==> src/rtl/mix_io_pkg.sv <==
// Shared definitions for the MIX block-I/O engine: op codes, FSM states, byte/word geometry.
package mix_io_pkg;

  localparam int BYTES_PER_WORD = 5;
  localparam int BYTE_W         = 6;
  localparam int WORD_W         = BYTES_PER_WORD * BYTE_W;
  localparam int MIX_W          = WORD_W + 1;

  typedef enum logic [1:0] {
    IO_IN  = 2'd0,
    IO_OUT = 2'd1,
    IO_IOC = 2'd2,
    IO_RSV = 2'd3
  } io_op_e;

  typedef enum logic [2:0] {
    S_IDLE     = 3'd0,
    S_IN_BYTE  = 3'd1,
    S_IN_WR    = 3'd2,
    S_OUT_RD   = 3'd3,
    S_OUT_DATA = 3'd4,
    S_OUT_BYTE = 3'd5,
    S_DONE     = 3'd6
  } io_state_e;

endpackage

==> src/rtl/mix_io_ctrl_if.sv <==
// Command, memory-arbiter and per-unit byte-stream bundle of the MIX block-I/O engine.
interface mix_io_ctrl_if
  import mix_io_pkg::*;
#(
  parameter int UNITS  = 4,
  parameter int ADDR_W = 12
);
  localparam int UNIT_W = (UNITS > 1) ? $clog2(UNITS) : 1;

  logic                     cmd_valid;
  logic                     cmd_ready;
  logic [1:0]               cmd_op;
  logic [UNIT_W-1:0]        cmd_unit;
  logic [ADDR_W-1:0]        cmd_addr;
  logic [UNITS-1:0]         busy;
  logic [UNITS-1:0]         err;

  logic                     mem_req;
  logic                     mem_we;
  logic [ADDR_W-1:0]        mem_addr;
  logic [MIX_W-1:0]         mem_wdata;
  logic                     mem_gnt;
  logic [MIX_W-1:0]         mem_rdata;

  logic [UNITS-1:0]         rx_valid;
  logic [BYTE_W*UNITS-1:0]  rx_data;
  logic [UNITS-1:0]         rx_ready;
  logic [UNITS-1:0]         tx_valid;
  logic [BYTE_W-1:0]        tx_data;
  logic [UNITS-1:0]         tx_ready;

  // master is the engine; slave is the CPU/arbiter/device side
  modport master (
    input  cmd_valid, cmd_op, cmd_unit, cmd_addr,
    input  mem_gnt, mem_rdata, rx_valid, rx_data, tx_ready,
    output cmd_ready, busy, err, mem_req, mem_we, mem_addr, mem_wdata,
    output rx_ready, tx_valid, tx_data
  );

  modport slave (
    output cmd_valid, cmd_op, cmd_unit, cmd_addr,
    output mem_gnt, mem_rdata, rx_valid, rx_data, tx_ready,
    input  cmd_ready, busy, err, mem_req, mem_we, mem_addr, mem_wdata,
    input  rx_ready, tx_valid, tx_data
  );

endinterface

==> src/rtl/mix_io_packer.sv <==
// Five-byte word shift register shared by the IN (pack) and OUT (unpack) paths.
module mix_io_packer
  import mix_io_pkg::*;
(
  input  logic              clk,
  input  logic              reset,
  input  logic              clr,
  input  logic              load,
  input  logic              shift_in,
  input  logic              shift_out,
  input  logic [WORD_W-1:0] load_word,
  input  logic [BYTE_W-1:0] byte_in,
  output logic [WORD_W-1:0] word,
  output logic [BYTE_W-1:0] byte_out,
  output logic              full,
  output logic              empty
);
  localparam logic [2:0] CNT_FULL = 3'(BYTES_PER_WORD);

  logic [WORD_W-1:0] sr_q;
  logic [2:0]        cnt_q;

  always_ff @(posedge clk or posedge reset) begin
    if (reset) begin
      cnt_q <= '0;
    end else if (clr) begin
      cnt_q <= '0;
    end else if (load) begin
      cnt_q <= CNT_FULL;
    end else if (shift_in) begin
      cnt_q <= cnt_q + 3'd1;
    end else if (shift_out) begin
      cnt_q <= cnt_q - 3'd1;
    end
  end

  // Both directions shift toward the MSB: first byte lands in / leaves from bits 29:24
  always_ff @(posedge clk) begin
    if (load) begin
      sr_q <= load_word;
    end else if (shift_in) begin
      sr_q <= {sr_q[WORD_W-BYTE_W-1:0], byte_in};
    end else if (shift_out) begin
      sr_q <= {sr_q[WORD_W-BYTE_W-1:0], {BYTE_W{1'b0}}};
    end
  end

  assign word     = sr_q;
  assign byte_out = sr_q[WORD_W-1 -: BYTE_W];

  // Look-ahead flags: this cycle's shift completes (full) or drains (empty) the word
  assign full  = shift_in  && (cnt_q == CNT_FULL - 3'd1);
  assign empty = shift_out && (cnt_q == 3'd1);

endmodule

==> src/rtl/mix_io_ctrl.sv <==
// Multi-unit MIX IN/OUT/IOC block-transfer engine between execute stage, memory arbiter and devices.
// Optional input timeout is compiled in with MIX_IO_TIMEOUT_EN.
module mix_io_ctrl
  import mix_io_pkg::*;
#(
  parameter int UNITS       = 4,
  parameter int BLOCK_WORDS = 14,
  parameter int MEM_WORDS   = 4000,
  parameter int ADDR_W      = 12,
  parameter int TIMEOUT     = 4095
) (
  input  logic          clk,
  input  logic          reset,
  mix_io_ctrl_if.master bus
);
  localparam int UNIT_W = (UNITS > 1) ? $clog2(UNITS) : 1;
  localparam int WCNT_W = (BLOCK_WORDS > 1) ? $clog2(BLOCK_WORDS) : 1;

  io_state_e         state_q, state_d;
  logic [UNIT_W-1:0] unit_q;
  logic [ADDR_W-1:0] addr_q;
  logic [WCNT_W-1:0] wcnt_q;
  logic [UNITS-1:0]  busy_q;
  logic [UNITS-1:0]  err_q;

  io_op_e            op;
  logic              accept;
  logic              word_end;
  logic              last_word;
  logic              tmo_hit;
  logic [BYTE_W-1:0] rx_byte;

  logic              pk_clr, pk_load, pk_shift_in, pk_shift_out;
  logic              pk_full, pk_empty;
  logic [WORD_W-1:0] pk_word;
  logic [BYTE_W-1:0] pk_byte;

  logic [UNITS-1:0]  rx_ready_c;
  logic [UNITS-1:0]  tx_valid_c;
  logic [BYTE_W-1:0] tx_data_c;
  logic              mem_req_c;
  logic              mem_we_c;
  logic [MIX_W-1:0]  mem_wdata_c;

  function automatic logic [ADDR_W-1:0] addr_next(input logic [ADDR_W-1:0] a);
    return (a == ADDR_W'(MEM_WORDS - 1)) ? '0 : a + 1'b1;
  endfunction

  assign op        = io_op_e'(bus.cmd_op);
  assign last_word = (wcnt_q == WCNT_W'(BLOCK_WORDS - 1));
  assign rx_byte   = bus.rx_data[unit_q*BYTE_W +: BYTE_W];

`ifdef MIX_IO_TIMEOUT_EN
  localparam int TMO_W = $clog2(TIMEOUT + 1);
  logic [TMO_W-1:0] tmo_q;

  // Counts IN_BYTE cycles since the last accepted byte
  always_ff @(posedge clk or posedge reset) begin
    if (reset) begin
      tmo_q <= '0;
    end else if ((state_q != S_IN_BYTE) || bus.rx_valid[unit_q]) begin
      tmo_q <= '0;
    end else begin
      tmo_q <= tmo_q + 1'b1;
    end
  end

  assign tmo_hit = (state_q == S_IN_BYTE) && !bus.rx_valid[unit_q] &&
                   (tmo_q == TMO_W'(TIMEOUT - 1));
`else
  assign tmo_hit = 1'b0;
`endif

  mix_io_packer u_packer (
    .clk       (clk),
    .reset     (reset),
    .clr       (pk_clr),
    .load      (pk_load),
    .shift_in  (pk_shift_in),
    .shift_out (pk_shift_out),
    .load_word (bus.mem_rdata[WORD_W-1:0]),
    .byte_in   (rx_byte),
    .word      (pk_word),
    .byte_out  (pk_byte),
    .full      (pk_full),
    .empty     (pk_empty)
  );

  always_comb begin
    state_d      = state_q;
    accept       = 1'b0;
    word_end     = 1'b0;
    pk_clr       = 1'b0;
    pk_load      = 1'b0;
    pk_shift_in  = 1'b0;
    pk_shift_out = 1'b0;
    rx_ready_c   = '0;
    tx_valid_c   = '0;
    tx_data_c    = '0;
    mem_req_c    = 1'b0;
    mem_we_c     = 1'b0;
    mem_wdata_c  = '0;

    unique case (state_q)
      S_IDLE: begin
        if (bus.cmd_valid) begin
          accept = 1'b1;
          case (op)
            IO_IN: begin
              pk_clr  = 1'b1;
              state_d = S_IN_BYTE;
            end
            IO_OUT:  state_d = S_OUT_RD;
            default: state_d = S_IDLE;
          endcase
        end
      end
      S_IN_BYTE: begin
        rx_ready_c[unit_q] = 1'b1;
        if (bus.rx_valid[unit_q]) begin
          pk_shift_in = 1'b1;
          if (pk_full) state_d = S_IN_WR;
        end else if (tmo_hit) begin
          state_d = S_DONE;
        end
      end
      S_IN_WR: begin
        mem_req_c   = 1'b1;
        mem_we_c    = 1'b1;
        mem_wdata_c = {1'b0, pk_word};
        if (bus.mem_gnt) begin
          pk_clr   = 1'b1;
          word_end = 1'b1;
          state_d  = last_word ? S_DONE : S_IN_BYTE;
        end
      end
      S_OUT_RD: begin
        mem_req_c = 1'b1;
        if (bus.mem_gnt) state_d = S_OUT_DATA;
      end
      S_OUT_DATA: begin
        pk_load = 1'b1;
        state_d = S_OUT_BYTE;
      end
      S_OUT_BYTE: begin
        tx_valid_c[unit_q] = 1'b1;
        tx_data_c          = pk_byte;
        if (bus.tx_ready[unit_q]) begin
          pk_shift_out = 1'b1;
          if (pk_empty) begin
            word_end = 1'b1;
            state_d  = last_word ? S_DONE : S_OUT_RD;
          end
        end
      end
      S_DONE:  state_d = S_IDLE;
      default: state_d = S_IDLE;
    endcase
  end

  always_ff @(posedge clk or posedge reset) begin
    if (reset) begin
      state_q <= S_IDLE;
      unit_q  <= '0;
      addr_q  <= '0;
      wcnt_q  <= '0;
      busy_q  <= '0;
      err_q   <= '0;
    end else begin
      state_q <= state_d;
      if (accept) begin
        unit_q <= bus.cmd_unit;
        if ((op == IO_IN) || (op == IO_OUT)) begin
          busy_q[bus.cmd_unit] <= 1'b1;
          addr_q               <= bus.cmd_addr;
          wcnt_q               <= '0;
        end
        if (op == IO_IOC) err_q[bus.cmd_unit] <= 1'b0;
      end
      if (word_end) begin
        addr_q <= addr_next(addr_q);
        wcnt_q <= wcnt_q + 1'b1;
      end
      if (tmo_hit) err_q[unit_q] <= 1'b1;
      if (state_q == S_DONE) busy_q[unit_q] <= 1'b0;
    end
  end

  assign bus.cmd_ready = (state_q == S_IDLE);
  assign bus.busy      = busy_q;
  assign bus.err       = err_q;
  assign bus.mem_req   = mem_req_c;
  assign bus.mem_we    = mem_we_c;
  assign bus.mem_addr  = addr_q;
  assign bus.mem_wdata = mem_wdata_c;
  assign bus.rx_ready  = rx_ready_c;
  assign bus.tx_valid  = tx_valid_c;
  assign bus.tx_data   = tx_data_c;

endmodule

==> src/flat_wrapper.sv <==
// flat-port wrapper written by rule: the top's interface ports become plain ports
module mix_io_ctrl_flat import mix_io_pkg::*;
#(
  parameter int UNITS       = 4,
  parameter int BLOCK_WORDS = 14,
  parameter int MEM_WORDS   = 4000,
  parameter int ADDR_W      = 12,
  parameter int TIMEOUT     = 4095
)
  (clk, reset, bus_cmd_valid, bus_cmd_op, bus_cmd_unit, bus_cmd_addr, bus_mem_gnt, bus_mem_rdata, bus_rx_valid, bus_rx_data, bus_tx_ready, bus_cmd_ready, bus_busy, bus_err, bus_mem_req, bus_mem_we, bus_mem_addr, bus_mem_wdata, bus_rx_ready, bus_tx_valid, bus_tx_data);
  mix_io_ctrl_if #(.UNITS(UNITS), .ADDR_W(ADDR_W)) bus_i ();
  input  logic clk;
  input  logic reset;
  input wire logic [$bits(bus_i.cmd_valid)-1:0] bus_cmd_valid;
  input wire logic [$bits(bus_i.cmd_op)-1:0] bus_cmd_op;
  input wire logic [$bits(bus_i.cmd_unit)-1:0] bus_cmd_unit;
  input wire logic [$bits(bus_i.cmd_addr)-1:0] bus_cmd_addr;
  input wire logic [$bits(bus_i.mem_gnt)-1:0] bus_mem_gnt;
  input wire logic [$bits(bus_i.mem_rdata)-1:0] bus_mem_rdata;
  input wire logic [$bits(bus_i.rx_valid)-1:0] bus_rx_valid;
  input wire logic [$bits(bus_i.rx_data)-1:0] bus_rx_data;
  input wire logic [$bits(bus_i.tx_ready)-1:0] bus_tx_ready;
  output wire logic [$bits(bus_i.cmd_ready)-1:0] bus_cmd_ready;
  output wire logic [$bits(bus_i.busy)-1:0] bus_busy;
  output wire logic [$bits(bus_i.err)-1:0] bus_err;
  output wire logic [$bits(bus_i.mem_req)-1:0] bus_mem_req;
  output wire logic [$bits(bus_i.mem_we)-1:0] bus_mem_we;
  output wire logic [$bits(bus_i.mem_addr)-1:0] bus_mem_addr;
  output wire logic [$bits(bus_i.mem_wdata)-1:0] bus_mem_wdata;
  output wire logic [$bits(bus_i.rx_ready)-1:0] bus_rx_ready;
  output wire logic [$bits(bus_i.tx_valid)-1:0] bus_tx_valid;
  output wire logic [$bits(bus_i.tx_data)-1:0] bus_tx_data;
  assign bus_i.cmd_valid = bus_cmd_valid;
  assign bus_i.cmd_op = bus_cmd_op;
  assign bus_i.cmd_unit = bus_cmd_unit;
  assign bus_i.cmd_addr = bus_cmd_addr;
  assign bus_i.mem_gnt = bus_mem_gnt;
  assign bus_i.mem_rdata = bus_mem_rdata;
  assign bus_i.rx_valid = bus_rx_valid;
  assign bus_i.rx_data = bus_rx_data;
  assign bus_i.tx_ready = bus_tx_ready;
  assign bus_cmd_ready = bus_i.cmd_ready;
  assign bus_busy = bus_i.busy;
  assign bus_err = bus_i.err;
  assign bus_mem_req = bus_i.mem_req;
  assign bus_mem_we = bus_i.mem_we;
  assign bus_mem_addr = bus_i.mem_addr;
  assign bus_mem_wdata = bus_i.mem_wdata;
  assign bus_rx_ready = bus_i.rx_ready;
  assign bus_tx_valid = bus_i.tx_valid;
  assign bus_tx_data = bus_i.tx_data;
  mix_io_ctrl #(.UNITS(UNITS), .BLOCK_WORDS(BLOCK_WORDS), .MEM_WORDS(MEM_WORDS), .ADDR_W(ADDR_W), .TIMEOUT(TIMEOUT)) u_core (.clk(clk), .reset(reset), .bus(bus_i));
endmodule
==> config.mk <==
export PLATFORM = sky130hd
export DESIGN_NAME = mix_io_ctrl_flat
export DESIGN_NICKNAME = d
export VERILOG_FILES = /design/src/rtl/mix_io_pkg.sv /design/src/rtl/mix_io_ctrl_if.sv /design/src/rtl/mix_io_packer.sv /design/src/rtl/mix_io_ctrl.sv /design/src/flat_wrapper.sv
export SDC_FILE = /design/constraint.sdc
export NUM_CORES = 1
export LEC_CHECK = 0
export BUFFER_PORTS_ARGS = -buffer_cell sky130_fd_sc_hd__buf_2
export CAP_MARGIN = 5
export CORE_MARGIN = 2
export CORE_UTILIZATION = 50
export DETAILED_ROUTE_END_ITERATION = 10
export PLACE_DENSITY = 0.84
export SKIP_LAST_GASP = 1
export SLEW_MARGIN = 40
export SYNTH_ARGS = -nofsm -noshare
export SYNTH_HDL_FRONTEND = slang
export SYNTH_SLANG_ARGS = --single-unit
==> constraint.sdc <==
create_clock -name clk -period 4.54 [get_ports clk]
set_input_delay 0.227 -clock clk [delete_from_list [all_inputs] [get_ports clk]]
set_output_delay 0.227 -clock clk [all_outputs]
set_load 0.02 [all_outputs]
==> results of run 1 <==
-- registers in the layout, indices dropped and copies added (netlist names) --
signal	cells
u_core.u_packer.word	30
u_core.bus.mem_addr	12
u_core.bus.busy	4
u_core.bus.err	4
u_core.wcnt_q	4
u_core.state_q	3
u_core.u_packer.cnt_q	3
u_core.unit_q	2
-- critical path, stage by stage (launching register included) --
cell	delay (ps)
dfrtp_1	540
or4b_2	800
nor2_2	470
nor2_1	280
o21ai_0	210
o311ai_0	150
-- layout make-up --
cell class	instances	area share [%]
clock buffer	12	3.07
clock inverter	4	1.01
inverter	10	0.794
multi-input combinational	256	39.5
sequential	62	36.0
tap	99	2.62
timing repair buffer	154	17.0
-- final timing paths --
kind,start,slack [ps],end,cells past startpoint
setup / recovery,u_core.state_q[2],1940,u_core.bus.mem_addr[7],5
max in group asynchronous,reset,3680,u_core.unit_q[0],4
hold / removal,bus_cmd_addr[6],120,u_core.bus.mem_addr[6],2
hold reg to reg,u_core.bus.busy[3],490,u_core.bus.busy[3],1
min in group asynchronous,reset,520,u_core.bus.mem_addr[9],4
setup reg to reg,u_core.state_q[2],1940,u_core.bus.mem_addr[7],5
-- synthesized netlist by cell type, types with 3 or more instances --
cell | count | area share [%]
mux4_2 | 6 | 3.7
nor3_1 | 6 | 0.81
o22ai_1 | 5 | 0.85
and2_1 | 37 | 6.3
nand2_1 | 28 | 2.8
inv_1 | 10 | 1.0
or3_1 | 4 | 0.68
mux2i_1 | 4 | 1.1
a22oi_1 | 5 | 1.0
dfrtp_1 | 32 | 22
nor2_1 | 27 | 2.7
mux2_2 | 25 | 7.6
a32o_1 | 7 | 1.9
o21a_1 | 3 | 0.61
o311ai_0 | 3 | 0.71
o21ai_0 | 14 | 1.9
o22a_1 | 3 | 0.71
nand2b_1 | 11 | 1.9
a221o_1 | 3 | 0.81
buf_2 | 5 | 0.68
a21oi_1 | 9 | 1.2
ha_1 | 7 | 2.4
clkbuf_1 | 10 | 1.0
edfxtp_1 | 30 | 24
nand3_1 | 11 | 1.5
-- layer usage --
layer  routed length (um)  vias up
met5                    0        -
met4                  295        0
met3                  710       24
met2                 4700      175
met1                 4090     1605
li1                     -     1565
-- power by group through the flow --
stage          Combinational (mW)  Clock, mW  Sequential, mW
2_1_floorplan                1.02          0            1.13
3_3_place_gp                 1.37          0            1.16
3_5_place_dp                 1.45          0            1.17
4_1_cts                      1.46      0.482            1.16
5_1_grt                      1.59      0.508            1.21
6_report                     1.46      0.476            1.17
-- logic make-up (layout without fill, tap and decap cells) --
family,Yosys count,in the layout,share of synthesized area (%)
simple gates,144,144,20.9
compound gates,66,66,13.1
flops,62,62,46.1
mux,36,36,13.1
buf+inv,30,180,3.83
fa+ha+maj,7,7,2.37
xor+xnor,2,2,0.475
other cells,1,1,0.102
==> flow_summary_export.csv, run 1 <==
group,metric,value,unit
cells_and_area,layout_commonest_cell,"buf_2",
setup_path,worst_ep_required_time,4730,ps
cells_and_area,fin_cells,597,
pwr,p_int,1.79,mW
run_status,status,"finished clean",
detailed_routing,postRouteAntennaNets,0,
synth,syn-cell-area,3690,um2
global_routing,grtUsageMet1,31.0,%
place,io_buffers,148,
clocking,cts_buffers,9,
global_routing,grt_usage,24.4,%
setup_path,endpoint_kind,"flip-flop",
timing,min_period_over_period,57.2,%
detailed_routing,wl_per_cell,16.4,um
clocking,cts_hold_buf,1,
place,dp.final_hpwl,7270,um
clocking,clockRootBuffer,"clkbuf_8",
timing,setup_tns,0,ps
clocking,cts_tree,"done",
cells_and_area,drive_gt1_share,42.4,%
cells_and_area,antennaDiodeCount,0,
timing,hold_viol,0,
global_routing,overflow,0,
pwr,clkPwrFrac,15.3,%
synth,ys_warn_count,0,
timing,timing.fmax,385,MHz
pwr,switchingPower,1.31,mW
detailed_routing,routed_wl,9800,um
global_routing,top_usage_layer,"met2",
pwr,pwr-share-comb,47.0,%
setup_path,worst-endpoint-arrival,2790,ps
synth,ys_seq_elements,62,
clocking,cts_buffer_depth,2,
clocking,path_clk_slew,70,ps
setup_path,cp_max_fo,15,
pwr,power_density,656,nW/um2
detailed_routing,drt-initial-drc-count,179,
timing,period_needed,2600,ps
cells_and_area,fin_util,65.6,%
global_routing,antenna_found_initial,0,
pwr,power_leakage,2.16,nW
timing,clock_skew,8.91,ps
cells_and_area,syn_to_final_growth,28.1,%
clocking,ctsHtreeMaxLevel,3,
die,start_util,51.2,%
pwr,netSwitchingFraction,42.2,%
worst_hold_path,hold_path_class,"in -> reg",
synth,ys_types,57,
pwr,seq_power_share,37.7,%
synth,synth_top_flop_cell,"dfrtp_1",
setup_path,start_kind,"flip-flop",
detailed_routing,vias,3369,
flow_run,cap_violations,0,
pwr,ir_worst_vdd,0.000318,V
place,dp_slack,1670,ps
synth,ys_async_sr_fraction,51.6,%
timing,report.final.slew_viol_count,0,
global_routing,grt_pass1_vias,3278,
cells_and_area,design_area,4730,um2
place,dpl.cell_count,579,
global_routing,use_met2,40.2,%
die,coreArea,7210,um2
die,io_pins,151,
place,gp_congestion,0.874,
die,die_area,8090,um2
synth,seq_area_frac_synth,46.1,%
pwr,power,3.10,mW
die,die_height,89.9,um
die,die_w,89.9,um
global_routing,grtUsageMet3,4.44,%
clocking,numClockSinks,62,
global_routing,grt_max_degree,33,
timing,slew_headroom,53.6,%
setup_path,path_class,"reg -> reg",
cells_and_area,multi_input_area,1870,um2
timing,setup_ws,1940,ps
timing,tightest_slew,689,ps
cells_and_area,nFillCells,598,
global_routing,grt_first_pass_wirelength,15900,um
cells_and_area,final_nets,583,
synth,synth-edff-count,30,
detailed_routing,via_per_inst,5.64,
clocking,post_cts_buffers,0,
clocking,clkLatencyLatePin,330,ps
synth,syn-mean-instance-area,10.6,um2
timing,setup_violations,0,
die,fp-row-count,31,
detailed_routing,drc,0,
clocking,cts_resized,0,
synth,syn_inst,348,
timing,hold_slack,125,ps
cells_and_area,regArea,1700,um2
synth,syn_nets,438,
place,dpl_cell_area,4520,um2
cells_and_area,layout_common_cells,"149 x buf_2, 37 x and2_1, 31 x dfrtp_1",
detailed_routing,drtPass1Iterations,4,
timing,rsz0062_at_grt,"false",
Note: power is estimated with default switching activity, not from simulation.
==> inputs of run 2 (changes only) <==
Settings changed: ABC_AREA set to 1, CORE_UTILIZATION 50 to 45, PLACE_DENSITY 0.84 to 0.78.
Clock period 4.54 ns to 2.34 ns, I/O delays scaled along.
==> flow_summary_export.csv, run 2 <==
group,metric,value,unit
worst_hold_path,min_to,"u_core.u_packer.word[23]",
synth,yosysTopAreaCell,"edfxtp_1",
setup_path,slowest_stage,"dfrtp_1",
clocking,numClockSinks,62,
global_routing,overflow,0,
global_routing,grt_first_pass_wirelength,16800,um
timing,setup_violations,0,
pwr,ir_worst_vdd,0.000628,V
global_routing,grt_usage,21.4,%
clocking,post_cts_buffers,0,
setup_path,cp_max_fo,33,
clocking,cts_buffers,9,
clocking,clockRootBuffer,"clkbuf_8",
detailed_routing,postRouteAntennaNets,0,
synth,seq_area_frac_synth,43.5,%
pwr,power_density,1210,nW/um2
synth,synth-edff-count,30,
detailed_routing,wl_per_cell,12.5,um
setup_path,path_buf_inv,3,
timing,period_needed,2060,ps
setup_path,worstRegToRegCells,11,
die,io_pins,151,
timing,setup_tns,0,ps
global_routing,grt_max_degree,55,
timing,clock_skew,11.9,ps
cells_and_area,design_area,4990,um2
synth,ys_seq_elements,62,
timing,hold_viol,0,
timing,timing.fmax,485,MHz
synth,synth_area_leaders,"edfxtp_1 23%, dfrtp_1 20%, nand2_1 14%",
place,gp_congestion,0.904,
global_routing,antenna_found_initial,0,
global_routing,grt_pass1_vias,3773,
worst_hold_path,hold_path_class,"in -> reg",
clocking,ctsHtreeMaxLevel,3,
die,die_area,9450,um2
synth,ys_types,37,
flow_run,cap_violations,0,
clocking,clkLatencyLatePin,350,ps
worst_hold_path,min_from,"bus_mem_rdata[23]",
die,coreArea,8550,um2
setup_path,r2r_end,"u_core.u_packer.cnt_q[1]",
synth,ys_warn_count,0,
synth,syn_inst,534,
cells_and_area,layout_commonest_cell,"buf_2",
place,io_buffers,148,
detailed_routing,drc,0,
synth,synth_top_flop_cell,"dfrtp_1",
die,die_w,97.2,um
setup_path,rrSetupSlack,280,ps
setup_path,cp_cell_sequence,"inv_2, nand2_1, nand2_1, nand2_1, nand3_2, nand2_2, nand3_2, buf_4, inv_2, nand3_1, nand2_1",
synth,ys_async_sr_fraction,51.6,%
detailed_routing,drt-initial-drc-count,241,
detailed_routing,routed_wl,9980,um
synth,synth_top_area_share,23.0,%
setup_path,cp_slowest_stage_delay,560,ps
timing,rsz0062_at_grt,"false",
setup_path,path_class,"reg -> reg",
worst_hold_path,whs_path_depth,3,
synth,syn_nets,624,
cells_and_area,drive_gt1_share,28.0,%
setup_path,reg2reg_from,"u_core.unit_q[0]",
pwr,power,6.02,mW
clocking,path_clk_slew,80,ps
synth,syn-cell-area,3910,um2
setup_path,worst_ep_required_time,2580,ps
die,fp-row-count,34,
cells_and_area,final_nets,774,
timing,min_period_over_period,88.1,%
place,dp_slack,287,ps
detailed_routing,drtPass1Iterations,5,
cells_and_area,layout_common_cells,"148 x buf_2, 145 x nand2_1, 73 x inv_1",
setup_path,worst-endpoint-arrival,2300,ps
place,dpl_cell_area,4750,um2
timing,setup_ws,279,ps
cells_and_area,fin_cells,797,
die,start_util,45.7,%
synth,synth_common_cells,"145 x nand2_1, 73 x inv_1, 71 x nor2_1",
run_status,status,"finished clean",
place,dp.final_hpwl,7300,um
place,dpl.cell_count,778,
die,die_height,97.2,um
detailed_routing,via_per_inst,5.03,
synth,syn-mean-instance-area,7.32,um2
clocking,cts_tree,"done",
setup_path,critPathTopFamily,"simple AND/OR/NAND/NOR gates",
setup_path,start_kind,"flip-flop",
timing,report.final.slew_viol_count,0,
clocking,cts_buffer_depth,2,
cells_and_area,antennaDiodeCount,0,
pwr,power_leakage,2.67,nW
cells_and_area,largest_reg_flops,30,
setup_path,crit_top_cell,"nand2_1",
synth,synth.most_common_cell,"nand2_1",
cells_and_area,syn_to_final_growth,27.6,%
setup_path,endpoint_kind,"flip-flop",
detailed_routing,vias,4006,
-- run 2: worst register-to-register path, cell delays in order (launching register included) --
cell and delay, ps:
dfrtp_1 560, inv_2 240, nand2_1 70, nand2_1 60, nand2_1 60, nand3_2 120, nand2_2 140, nand3_2 90
buf_4 360, inv_2 80, nand3_1 100, nand2_1 80
-- run 2: final cells by class --
class,count,area [um2]
fill,804,3560
multi-input combinational,374,1800
sequential,62,1700
timing repair buffer,158,848
inverter,79,297
tap,108,135
clock buffer,9,124
clock inverter,7,81.3
-- run 2: worst max-delay path by stage --
stage                                     to  depth (start not counted)  slack [ps]         startpoint
CTS                        u_core.bus.err[3]                          7         230  u_core.state_q[0]
global placement    u_core.u_packer.word[18]                          8         340   u_core.unit_q[0]
finish              u_core.u_packer.cnt_q[1]                         11         280   u_core.unit_q[0]
global route        u_core.u_packer.cnt_q[1]                         11          30   u_core.unit_q[0]
floorplan            u_core.u_packer.word[0]                          7         430   u_core.unit_q[0]
detailed placement  u_core.u_packer.cnt_q[1]                         11         290   u_core.unit_q[0]
-- run 2: timing repair --
action	in CTS	in global routing
hold endpoints to repair	33	0
endpoints found under the setup margin	0	1
hold buffers	3	0
resized for setup	0	1
-- run 2: cells by family (layout without fill, tap and decap cells) --
kind of cell               after synthesis  in the layout  share of synthesized area [%]
xor gates and xnor gates                 8              8                           1.79
other                                    1              1                         0.0959
adders and majority gates                7              7                           2.24
buffers and inverters                   98            253                           10.6
DFF                                     62             62                           43.5
and+or+nand+nor                        289            289                           31.9
AOI/OAI and AO/OA                       69             69                           9.92
-- run 2: power breakdown --
group	total, mW	leakage, nW	internal, mW	switching, mW
registers	2.01	0.672	1.67	0.345
clock network	0.987	0.100	0.504	0.483
logic	3.02	1.90	1.02	2.01
total	6.02	2.67	3.19	2.83
-- run 2: metrics by stage --
stage                     hold WS (ps)  util [%]
after floorplan                    218         -
after global placement             220      55.5
after detailed placement           229      55.5
after CTS                         34.8      58.3
after global routing              49.3      58.3
final                             42.0      58.3
-- run 2: per-layer routing --
layer | global-route usage (%) | routed length [um] | part of all wire, % | vias to the layer above
met4 | 8.76 | 190 | 1.9 | 0
met3 | 3.74 | 761 | 7.6 | 21
li1 | - | - | - | 1998
met2 | 35.7 | 4650 | 47 | 159
met1 | 27.7 | 4370 | 44 | 1828
met5 | 0 | 0 | 0 | -
